**src/rtl/serial_subtractor.sv**
```systemverilog
// Bit-serial WIDTH-bit subtractor (diff = a - b, LSB first, one bit per clock).
// Optional SERSUB_BORROW_IN_EN adds a borrow_in port for multi-word chaining.
module serial_subtractor #(
  parameter int WIDTH = 8
) (
  input  logic             clk,
  input  logic             rst,
  input  logic             start,
  input  logic [WIDTH-1:0] a,
  input  logic [WIDTH-1:0] b,
`ifdef SERSUB_BORROW_IN_EN
  input  logic             borrow_in,
`endif
  output logic             busy,
  output logic             done,
  output logic [WIDTH-1:0] diff,
  output logic             borrow_out
);

  localparam int CW = (WIDTH > 1) ? $clog2(WIDTH) : 1;
  localparam logic [CW-1:0] CNT_ZERO = CW'(0);
  localparam logic [CW-1:0] CNT_ONE  = CW'(1);
  localparam logic [CW-1:0] CNT_LAST = CW'(WIDTH - 1);

  typedef enum logic [1:0] {
    IDLE = 2'd0,
    RUN  = 2'd1,
    DONE = 2'd2
  } state_t;

  state_t           state_r;
  logic [WIDTH-1:0] sa_r;
  logic [WIDTH-1:0] sb_r;
  logic [WIDTH-1:0] res_r;
  logic             br_r;
  logic [CW-1:0]    cnt_r;
  logic             d_s;
  logic             br_next_s;
  logic             br_init_s;

  // Full-subtractor cell: returns {difference, borrow}.
  function automatic logic [1:0] fsub(input logic x, input logic y, input logic bin);
    logic dd;
    logic bo;
    dd = x ^ y ^ bin;
    bo = (~x & y) | (~(x ^ y) & bin);
    return {dd, bo};
  endfunction

`ifdef SERSUB_BORROW_IN_EN
  assign br_init_s = borrow_in;
`else
  assign br_init_s = 1'b0;
`endif

  // Current bit result and outgoing borrow from the low operand bits.
  always_comb begin
    {d_s, br_next_s} = fsub(sa_r[0], sb_r[0], br_r);
  end

  // Control FSM, operand shifters, result shifter and registered outputs.
  always_ff @(posedge clk) begin
    if (rst) begin
      state_r    <= IDLE;
      sa_r       <= {WIDTH{1'b0}};
      sb_r       <= {WIDTH{1'b0}};
      res_r      <= {WIDTH{1'b0}};
      br_r       <= 1'b0;
      cnt_r      <= CNT_ZERO;
      busy       <= 1'b0;
      done       <= 1'b0;
      diff       <= {WIDTH{1'b0}};
      borrow_out <= 1'b0;
    end else begin
      case (state_r)
        IDLE: begin
          done <= 1'b0;
          if (start) begin
            sa_r    <= a;
            sb_r    <= b;
            br_r    <= br_init_s;
            cnt_r   <= CNT_ZERO;
            busy    <= 1'b1;
            state_r <= RUN;
          end else begin
            busy    <= 1'b0;
            state_r <= IDLE;
          end
        end
        RUN: begin
          sa_r  <= {1'b0, sa_r[WIDTH-1:1]};
          sb_r  <= {1'b0, sb_r[WIDTH-1:1]};
          res_r <= {d_s, res_r[WIDTH-1:1]};
          br_r  <= br_next_s;
          cnt_r <= cnt_r + CNT_ONE;
          // Last bit: publish the result; diff/borrow_out hold until the next final edge.
          if (cnt_r == CNT_LAST) begin
            diff       <= {d_s, res_r[WIDTH-1:1]};
            borrow_out <= br_next_s;
            busy       <= 1'b0;
            done       <= 1'b1;
            state_r    <= DONE;
          end else begin
            busy    <= 1'b1;
            done    <= 1'b0;
            state_r <= RUN;
          end
        end
        DONE: begin
          done <= 1'b0;
          if (start) begin
            sa_r    <= a;
            sb_r    <= b;
            br_r    <= br_init_s;
            cnt_r   <= CNT_ZERO;
            busy    <= 1'b1;
            state_r <= RUN;
          end else begin
            busy    <= 1'b0;
            state_r <= IDLE;
          end
        end
        default: begin
          busy    <= 1'b0;
          done    <= 1'b0;
          state_r <= IDLE;
        end
      endcase
    end
  end

endmodule

```
**config.mk**
```make
export PLATFORM = sky130hd
export DESIGN_NAME = serial_subtractor
export DESIGN_NICKNAME = d
export VERILOG_FILES = /design/src/rtl/serial_subtractor.sv
export SDC_FILE = /design/constraint.sdc
export NUM_CORES = 1
export LEC_CHECK = 0
export BUFFER_PORTS_ARGS = -buffer_cell sky130_fd_sc_hd__buf_2
export CORE_ASPECT_RATIO = 1.2
export CORE_UTILIZATION = 54
export DETAILED_ROUTE_END_ITERATION = 6
export GPL_TIMING_DRIVEN = 0
export HOLD_SLACK_MARGIN = 0.06
export PLACE_DENSITY_LB_ADDON = 0.25
export SYNTH_ARGS = -nofsm -noshare
export SYNTH_HDL_FRONTEND = slang
export SYNTH_SLANG_ARGS = --single-unit
```
**constraint.sdc**
```tcl
create_clock -name clk -period 1.7 [get_ports clk]
set_input_delay 0.255 -clock clk [delete_from_list [all_inputs] [get_ports clk]]
set_output_delay 0.255 -clock clk [all_outputs]
set_load 0.1 [all_outputs]
```
# Yosys cells after proc, flatten, opt, wreduce, memory -nomap -nowiden
# Cells that the tools add are included.
dict set report classes {
  reduce_logical 6
  muxes 15
  bitwise_logic 8
  addsub 1
  n_eq_ne 4
}
# cell count
set ops {}
lappend ops {{8-bit one-hot mux with 2 select lines} 2}
lappend ops {{8-bit 2-to-1 mux} 2}
lappend ops {{3-bit one-hot mux with 2 select lines} 1}
lappend ops {{1-bit 2-to-1 mux} 5}
lappend ops {{1-bit one-hot mux with 2 select lines} 2}
lappend ops {{2-bit one-hot mux with 2 select lines} 1}
lappend ops {{2-bit AND reduction} 2}
lappend ops {{2-bit OR reduction} 2}
lappend ops {{3-bit by 1-bit adder with 3-bit output, second input constant} 1}
lappend ops {{3-bit equality test, second input constant} 1}
lappend ops {{3-bit 2-to-1 mux} 1}
lappend ops {{1-bit inverter} 3}
lappend ops {{1-bit AND} 2}
lappend ops {{2-bit by 1-bit equality test with 1-bit output, second input constant} 1}
lappend ops {{2-bit equality test, second input constant} 1}
lappend ops {{2-bit logical NOT} 1}
lappend ops {{2-bit 2-to-1 mux} 1}
lappend ops {{2-bit by 1-bit inequality test with 1-bit output, second input constant} 1}
lappend ops {{2-bit nonzero test} 1}
lappend ops {{1-bit XOR} 2}
lappend ops {{1-bit OR} 1}
dict set report totals {
  ff_bits 41
  input_bits 19
  out_inout_bits 11
}

# Logic depth before layout (Yosys ltp)
# Gate-level depths: netlist of the first run.
dict set report logic_depth {
  word_depth 5
  ltp_mapped 6
  depth_no_buf 5
}

# Worst setup path before layout of the first run
# No wires, ideal clock.
dict set report synth_timing {
  path_kind {reg-to-reg}
  start {register state_r[0]}
  end {register sa_r[1]}
  required_ps 1560
  arrival_ps 1780
  path_slack_ps -220
  stages_incl_launch_ff 7
  path_cell_list {dfxtp_1 -> buf_6 -> nor2b_1 -> buf_2 -> buf_4 -> nor3_1 -> a211oi_2}
}
dict set report synth_via {
  elab_chain_cells 4
  elab_cells_between_ends 8
  cone_classes {eq/ne (3); mux (1); reduce/logical (4)}
}
# element line
set synth_lines {}
lappend synth_lines {{from (decl)} 31} ;# state_t state_r;
lappend synth_lines {{from (signal assigned)} 64} ;# state_r <= IDLE;
lappend synth_lines {{from (signal assigned)} 84} ;# state_r <= RUN;
lappend synth_lines {{from (signal assigned)} 87} ;# state_r <= IDLE;
lappend synth_lines {{2-bit equality test or 2-bit logical NOT (tied branches)} 75} ;# case (state_r)
lappend synth_lines {{2-bit OR reduction (no source line)} --}
lappend synth_lines {{2-bit by 1-bit inequality test with 1-bit output (no source line) or 2-bit nonzero test (tied branches)} --}
lappend synth_lines {{2-bit AND reduction (no source line)} --}
lappend synth_lines {{to (signal assigned)} 65} ;# sa_r <= {WIDTH{1'b0}};
lappend synth_lines {{to (signal assigned)} 91} ;# sa_r <= {1'b0, sa_r[WIDTH-1:1]};
lappend synth_lines {{to (decl)} 32} ;# logic [WIDTH-1:0] sa_r;
# Several ways; a longest one is shown, not always the timed one.
# A chain may end at the register's enable or synchronous reset.

# Final worst setup path of the first run
dict set report layout_timing {
  start {register cnt_r[0]}
  end {register diff[5]}
}
dict set report layout_via {
  elab_chain_cells 2
}
# element line
set layout_lines {}
lappend layout_lines {{from (decl)} 36} ;# logic [CW-1:0] cnt_r;
lappend layout_lines {{from (signal assigned)} 95} ;# cnt_r <= cnt_r + CNT_ONE;
lappend layout_lines {{3-bit equality test} 97} ;# if (cnt_r == CNT_LAST) begin
lappend layout_lines {{2-bit AND reduction (no source line)} --}
lappend layout_lines {{to (signal assigned)} 72} ;# diff <= {WIDTH{1'b0}};
lappend layout_lines {{to (signal assigned)} 98} ;# diff <= {d_s, res_r[WIDTH-1:1]};
lappend layout_lines {{to (decl)} 16} ;# output logic [WIDTH-1:0] diff,
# No other way between the ends.

==> out/metrics.cfg, run 1 <==
[worst_hold_path]
hold_start = b[7]
min_path_type = in -> reg
holdPathEnd = sb_r[7]
hold_depth = 3

[synth]
synth_top_area_cell = dfxtp_1
syn-mean-instance-area_um2 = 9.59
synth.area.top_cells = dfxtp_1 (46%), a211oi_2 (8.8%), mux2i_1 (8.3%), a21oi_1 (6.5%), nand2_1 (5.8%)
synth.area.mux_share = 0.0826
synthDistinctLibCells = 25
synth_nets = 199
ys_warn_count = 0
synth_cells = 177
synthXorXnorAreaFrac = 0
async_flop_share = 0
synth_compound_area_frac = 0.172
synthSimpleGateAreaFrac = 0.184
ys.flop_type = dfxtp_1
synth_top_family_by_area = simple AND/OR/NAND/NOR gates
synth_edf_count = 0
synthAdderAreaFrac = 0.0265
yosys.area.top_type_share = 0.460
netlist_area_um2 = 1700
synth_seq_area_share = 0.460
ys_ff_latch = 39

[critical_path]
critPathArrivalTime_ps = 1790
cp_max_fo = 10
crit_path_end_kind = flip-flop
reg2reg_to = diff[5]
r2r_start = cnt_r[0]
r2r_slack_ps = 200
required_ps = 1990
crit_start = cnt_r[0]
critPathKind = reg -> reg
reg2reg_depth = 5
cp-start-kind = flip-flop

[clocking]
cts_resized = 0
htreeDepth = 2
root_buffer = clkbuf_4
postCtsHoldBufs = 0
cts_inserted_buffers = 5
clkTransAtPathRegs_ps = 110
cts_tree = yes
cts_buffer_depth = 2
insertion_delay_ps = 350
postCtsSetupRepairBufs = 0
clock_sinks = 39

[power]
p_per_area_nw_per_um2 = 994
p_leak_nw = 0.768
peakVddDrop_v = 0.000703

[placed_design]
dpl_cell_area_um2 = 1880
portBuffers = 28
dp_hpwl_mm = 2.36
dpl_worst_slack_ps = 243
place.gp.congestion = 0.721

[cells_and_area]
area_growth_pct = 15.9
layout_common_cells = dfxtp_1 (38), buf_2 (30), nand2_1 (26)
fin_area_um2 = 1970
nets = 234
layout_commonest_cell = dfxtp_1
final_core_util = 0.681
n_antenna_cell = 0
drive_gt1_frac = 0.296

[grt]
grt_pass1_vias = 1270
grt_first_pass_wirelength_mm = 5.55
antenna_found_initial = 0
track_usage = 0.222
gr-total-overflow = 0
grt_max_degree = 13

[die]
dieArea_um2 = 3370
ios = 30
start_util = 0.587
core_area_um2 = 2890
die_y_um = 63.4
die_w_um = 53.2
placementRows = 21

[routing]
drc_errors = 0
drtPass1Iterations = 4
wirelength_mm = 3.38
vias = 1340
drtIter0Drc = 33
drtAntennaViolNets = 0
post_drt_wl_per_cell_um = 13.7
avgViaCountPerCell = 5.43

[sta]
rsz0062_at_grt = false
final.setup.tns_ps = 0
finalClockSkew_ps = 5.84
worst_pin_slew_ps = 577
max_freq_mhz = 665
final_max_slew_viol_count = 0
relSlewSlack = 0.616
setup_viol = 0
period_needed_ps = 1500
period_share = 0.885
setup_ws_ps = 196
finalHoldViolations = 0
fin_hold_ws_ps = 138

[run]
drv_cap = 0

[run_status]
status = finished clean

critical path: stages (launching register included):
cell and delay [ps]:
dfxtp_1 370, ha_1 160, ha_1 200, buf_1 400, nand3_1 170, a21oi_1 150
metal layers:
metal,track usage,share of wire,wire [µm]
met5,0,0,0
met4,0.0987,0.020,67
met3,0.0507,0.035,119
met2,0.378,0.51,1710
met1,0.256,0.44,1480
flip-flops by register name, summed over array words and instances, names as in the netlist:
signal / flops
cnt_r: 3
sa_r: 8
state_r: 2
borrow_out: 1
sb_r: 8
res_r: 7
br_r: 1
diff: 8
done: 1
how the worst max path moves through the flow:
stage,cells after the start,endpoint
floorplan,6,sa_r[1]
global placement,5,state_r[0]
detailed placement,5,diff[5]
CTS,5,diff[5]
global route,5,diff[0]
finish,5,diff[5]
synth_stat cells, drive strengths merged, types with 3 or more instances:
library cell  instances
dfxtp                39
nand2                27
a21oi                22
a211oi               14
mux2i                14
nand3                14
nor3                 14
buf                  12
clkbuf                4
nand2b                4
nor2                  3
power breakdown:
part / internal [W] / switching (W)
sequential: 0.000962 / 0.0000278
combinational: 0.000136 / 0.000172
clock: 0.000347 / 0.000308
cell type report:
class                      instances  area, µm²
fill                             244        923
buffer                            16        119
sequential                        39        782
timing repair buffer              28        140
clock inverter                     2       35.0
inverter                           2       7.51
multi-input combinational        120        790
tap                               34       42.5
clock buffer                       6       51.3
per-stage QoR:
stage / power (W) / cells
floorplan: 0.00125 / 177
global placement: 0.00131 / 239
detailed placement: 0.00132 / 239
CTS: 0.00197 / 247
global route: 0.00203 / 247
finish: 0.00195 / 247
logic make-up (layout without fill, tap and decap cells):
family	Yosys count	count (layout)
AOI/OAI and AO/OA	38	38
adders and majority gates	3	3
buffers and inverters	18	54
DFF	39	39
muxes	14	14
and+or+nand+nor	65	65
(Power assumes the default switching activity.)
==> inputs of run 2 (changes only) <==
MAX_ROUTING_LAYER = met4   (was unset)
==> out/metrics.cfg, run 2 (synthesized netlist as in run 1, its figures left out) <==
[run_status]
status = finished clean  ; unchanged

[critical_path]
path_depth = 5  ; unchanged
cp-start-kind = flip-flop  ; unchanged
critPathMostFrequentCell = ha_1  ; unchanged
cp_cell_sequence = ha_1, ha_1, buf_1, nand3_1, a21oi_1  ; unchanged
r2r_start = cnt_r[0]  ; unchanged
path_buf_inv = 1  ; unchanged
r2r_slack_ps = 200  ; about the same
required_ps = 1980  ; was 1990 ps
cp_max_fo = 10  ; unchanged
reg2reg_depth = 5  ; unchanged
crit_slowest_cell = buf_1  ; unchanged
critPathArrivalTime_ps = 1790  ; about the same
crit_path_end_kind = flip-flop  ; unchanged
reg2reg_to = diff[5]  ; unchanged
endpoint = diff[5]  ; unchanged
critPathKind = reg -> reg  ; unchanged
max_stage_delay_ps = 400  ; about the same
cpLargestDelayFamily = buffers and inverters  ; unchanged
crit_start = cnt_r[0]  ; unchanged

[routing]
drc_errors = 0  ; unchanged
drtPass1Iterations = 4  ; unchanged
wirelength_mm = 3.37  ; was 3.38 mm
drtIter0Drc = 36  ; was 33
drtAntennaViolNets = 0  ; unchanged
post_drt_wl_per_cell_um = 13.6  ; was 13.7 µm
avgViaCountPerCell = 5.41  ; was 5.43
vias = 1336  ; was 1,340

[sta]
period_needed_ps = 1500  ; about the same
period_share = 0.884  ; was 0.885
setup_ws_ps = 198  ; was 196 ps
final.setup.tns_ps = 0  ; unchanged
finalClockSkew_ps = 5.75  ; was 5.84 ps
relSlewSlack = 0.617  ; was 0.616
final_max_slew_viol_count = 0  ; unchanged
setup_viol = 0  ; unchanged
max_freq_mhz = 666  ; was 665 MHz
worst_pin_slew_ps = 575  ; was 577 ps
finalHoldViolations = 0  ; unchanged
rsz0062_at_grt = false  ; unchanged

[grt]
grt_first_pass_wirelength_mm = 5.55  ; unchanged
grt_pass1_vias = 1269  ; was 1,270
antenna_found_initial = 0  ; unchanged
grt_max_degree = 13  ; unchanged
track_usage = 0.228  ; was 0.222
gr-total-overflow = 0  ; unchanged

[cells_and_area]
multi_input_area_um2 = 790  ; unchanged
nets = 234  ; unchanged
top_regs = diff: 8 flops, sa_r: 8 flops, sb_r: 8 flops  ; unchanged
layout_common_cells = dfxtp_1 (38), buf_2 (30), nand2_1 (26)  ; unchanged
area_growth_pct = 15.9  ; unchanged
n_antenna_cell = 0  ; unchanged
layout_commonest_cell = dfxtp_1  ; unchanged
drive_gt1_frac = 0.296  ; unchanged
fillerInstances = 244  ; unchanged
seq_area_um2 = 782  ; unchanged

[clocking]
cts_resized = 0  ; unchanged
clock_sinks = 39  ; unchanged
clkTransAtPathRegs_ps = 110  ; about the same
cts_tree = yes  ; unchanged
htreeDepth = 2  ; unchanged
postCtsHoldBufs = 0  ; unchanged
root_buffer = clkbuf_4  ; unchanged
insertion_delay_ps = 350  ; about the same
cts_buffer_depth = 2  ; unchanged
cts_inserted_buffers = 5  ; unchanged
postCtsSetupRepairBufs = 0  ; unchanged

[placed_design]
dpl_worst_slack_ps = 243  ; unchanged
portBuffers = 28  ; unchanged
dp_hpwl_mm = 2.36  ; unchanged
place.gp.congestion = 0.729  ; was 0.721

[die]
placementRows = 21  ; unchanged
die_y_um = 63.4  ; unchanged
ios = 30  ; unchanged
core_area_um2 = 2890  ; unchanged
dieArea_um2 = 3370  ; unchanged
die_w_um = 53.2  ; unchanged
start_util = 0.587  ; unchanged

[worst_hold_path]
min_path_type = in -> reg  ; unchanged
hold_depth = 3  ; unchanged

[power]
p_per_area_nw_per_um2 = 993  ; was 994 nW/µm²
peakVddDrop_v = 0.000702  ; was 0.000703 V
p_leak_nw = 0.768  ; unchanged

[run]
drv_cap = 0  ; unchanged

run 2: metal layers:
| layer | global-route usage | wire length, µm | vias to the layer above |
|---|---|---|---|
| met5 | - | 0 | - |
| met4 | 0.0987 | 68 | 0 |
| met3 | 0.0507 | 114 | 7 |
| met2 | 0.378 | 1700 | 23 |
| met1 | 0.256 | 1480 | 618 |
| li1 | - | - | 688 |
run 2: area by class of cell:
| cell class | count | share of cell area |
|---|---|---|
| Clock inverter | 2 | 0.0178 |
| Sequential cell | 39 | 0.398 |
| Clock buffer | 6 | 0.0261 |
| Multi-Input combinational cell | 120 | 0.401 |
| Timing Repair Buffer | 28 | 0.0712 |
| Buffer | 16 | 0.0604 |
| Inverter | 2 | 0.00382 |
| Tap cell | 34 | 0.0216 |
run 2: worst min-delay path, cell delays in order:
cell     delay [ps]
buf_2           100
nand2_1          50
a21oi_1          50
run 2: worst min path at each step:
stage	startpoint	end	slack, ps
global placement	diff[0]	diff[0]	440
global route	a[7]	sa_r[7]	140
finish	b[7]	sb_r[7]	140
detailed placement	diff[0]	diff[0]	440
floorplan	a[7]	sa_r[7]	390
CTS	b[7]	sb_r[7]	130
run 2: per-stage QoR:
stage               std cells  total power (W)  hold WS (ps)  instance area (µm²)  utilization
detailed placement        239          0.00132           444                 1880        0.651
CTS                       247          0.00197           132                 1970        0.681
floorplan                 177          0.00125           391                 1700            -
global placement          239          0.00131           443                 1880        0.651
global route              247          0.00203           143                 1970        0.681
finish                    247          0.00195           140                 1970        0.681
run 2: power by group:
group | leakage, nW | internal [W] | switching (W)
logic | 0.401 | 0.000136 | 0.000172
clock network | 0.0482 | 0.000347 | 0.000308
registers | 0.319 | 0.000962 | 0.0000279
total | 0.768 | 0.00145 | 0.000508
==> inputs of run 3 (changes only) <==
PLACE_DENSITY = 0.81   (was unset)
PLACE_DENSITY_LB_ADDON = unset   (was 0.25)
==> out/metrics.cfg, run 3 (synthesized netlist as in run 1, its figures left out) <==
[critical_path]
cp-start-kind = flip-flop  ; unchanged
cp_max_fo = 10  ; unchanged
critPathKind = reg -> reg  ; unchanged
reg2reg_to = diff[0]  ; was diff[5]
critPathArrivalTime_ps = 1770  ; was 1790 ps
required_ps = 1990  ; was 1980 ps
r2r_start = cnt_r[0]  ; unchanged
crit_path_end_kind = flip-flop  ; unchanged
r2r_slack_ps = 220  ; was 200 ps
reg2reg_depth = 5  ; unchanged

[run]
drv_cap = 0  ; unchanged

[routing]
drtIter0Drc = 43  ; was 36
vias = 1374  ; was 1,336
avgViaCountPerCell = 5.56  ; was 5.41
drtPass1Iterations = 4  ; unchanged
drtAntennaViolNets = 0  ; unchanged
drc_errors = 0  ; unchanged
post_drt_wl_per_cell_um = 14.4  ; was 13.6 µm
wirelength_mm = 3.57  ; was 3.37 mm

[cells_and_area]
fillerInstances = 258  ; was 244
n_antenna_cell = 0  ; unchanged
drive_gt1_frac = 0.286  ; was 0.296
layout_common_cells = dfxtp_1 (38), buf_2 (30), nand2_1 (26)  ; unchanged
top_regs = diff: 8 flops, sa_r: 8 flops, sb_r: 8 flops  ; unchanged
area_growth_pct = 13.8  ; was 15.9%
layout_commonest_cell = dfxtp_1  ; unchanged
nets = 234  ; unchanged

[die]
start_util = 0.587  ; unchanged
die_w_um = 53.2  ; unchanged
die_y_um = 63.4  ; unchanged
placementRows = 21  ; unchanged
core_area_um2 = 2890  ; unchanged
ios = 30  ; unchanged
dieArea_um2 = 3370  ; unchanged

[run_status]
status = finished clean  ; unchanged

[clocking]
cts_buffer_depth = 2  ; unchanged
postCtsSetupRepairBufs = 0  ; unchanged
root_buffer = clkbuf_4  ; unchanged
cts_tree = yes  ; unchanged
postCtsHoldBufs = 0  ; unchanged
insertion_delay_ps = 350  ; about the same
clkTransAtPathRegs_ps = 110  ; about the same
cts_inserted_buffers = 5  ; unchanged
clock_sinks = 39  ; unchanged
cts_resized = 0  ; unchanged
htreeDepth = 2  ; unchanged

[placed_design]
place.gp.congestion = 0.777  ; was 0.729
dp_hpwl_mm = 2.47  ; was 2.36 mm
portBuffers = 28  ; unchanged

[sta]
finalClockSkew_ps = 5.16  ; was 5.75 ps
fin_hold_ws_ps = 130  ; was 140 ps
rsz0062_at_grt = false  ; unchanged
period_share = 0.870  ; was 0.884
final.setup.tns_ps = 0  ; unchanged
finalHoldViolations = 0  ; unchanged
max_freq_mhz = 676  ; was 666 MHz
relSlewSlack = 0.636  ; was 0.617
worst_pin_slew_ps = 546  ; was 575 ps
period_needed_ps = 1480  ; was 1500 ps
setup_viol = 0  ; unchanged
final_max_slew_viol_count = 0  ; unchanged

[grt]
track_usage = 0.257  ; was 0.228
gr-total-overflow = 0  ; unchanged
grt_first_pass_wirelength_mm = 6.03  ; was 5.55 mm
grt_pass1_vias = 1362  ; was 1,269
antenna_found_initial = 0  ; unchanged
grt_max_degree = 12  ; was 13

[worst_hold_path]
min_path_type = in -> reg  ; unchanged
holdPathEnd = sb_r[7]  ; unchanged
hold_start = b[7]  ; unchanged
hold_depth = 3  ; unchanged

[power]
peakVddDrop_v = 0.000766  ; was 0.000702 V
p_leak_nw = 0.749  ; was 0.768 nW
totalPowerFinal_w = 0.00177  ; was 0.00195 W
p_per_area_nw_per_um2 = 915  ; was 993 nW/µm²

==> run 3: cell count changes in the layout (fill, tap and decap cells not counted), sizes merged <==
cell / before / now
bufinv: 1 / 0
clkbuf: 10 / 11
==> run 3: area by class of cell <==
class                   count  area, µm²  area share
well taps                  34       42.5      0.0220
clock buffers               7       45.0      0.0233
inverters                   2       7.51     0.00389
repair buffers             28        140      0.0726
plain buffers              16        119      0.0616
multi-input cells         120        790       0.409
flip-flops and latches     39        782       0.405
clock inverters             1       5.00     0.00259
==> run 3: per-layer routing <==
metal	global-route usage	wire (µm)	vias up
li1	-	-	685
met1	0.270	1470	654
met2	0.435	1840	27
met3	0.0845	183	8
met4	0.0921	72	0
met5	-	0	-
==> run 3: worst max-delay path, cell delays in order (launching register included) <==
cell and delay, ps:
dfxtp_1 370, ha_1 160, ha_1 180, buf_1 400
nand3_1 150, a21oi_1 150
==> run 3: how the worst max path moves through the flow <==
stage,endpoint,slack [ps],from,cells past startpoint
after floorplan,sa_r[1],110,state_r[0],6
after global placement,state_r[0],330,cnt_r[0],5
after detailed placement,diff[7],290,cnt_r[0],5
after CTS,diff[7],220,cnt_r[0],5
after global routing,diff[3],100,cnt_r[0],5
final,diff[0],220,cnt_r[0],5
==> run 3: report_power, final <==
part	total [W]	switching (W)	leakage [nW]	internal (W)
Sequential	0.000990	0.0000278	0.319	0.000962
Clock	0.000467	0.000305	0.0293	0.000161
Combinational	0.000310	0.000174	0.401	0.000136
==> run 3: per-stage QoR <==
stage,instance area [µm²],setup WS (ps),std cells,utilization
after global routing,1930,105,247,0.668
after detailed placement,1880,289,239,0.651
after CTS,1930,224,247,0.668
final,1930,221,247,0.668
after global placement,1880,330,239,0.651
after floorplan,1700,105,177,-
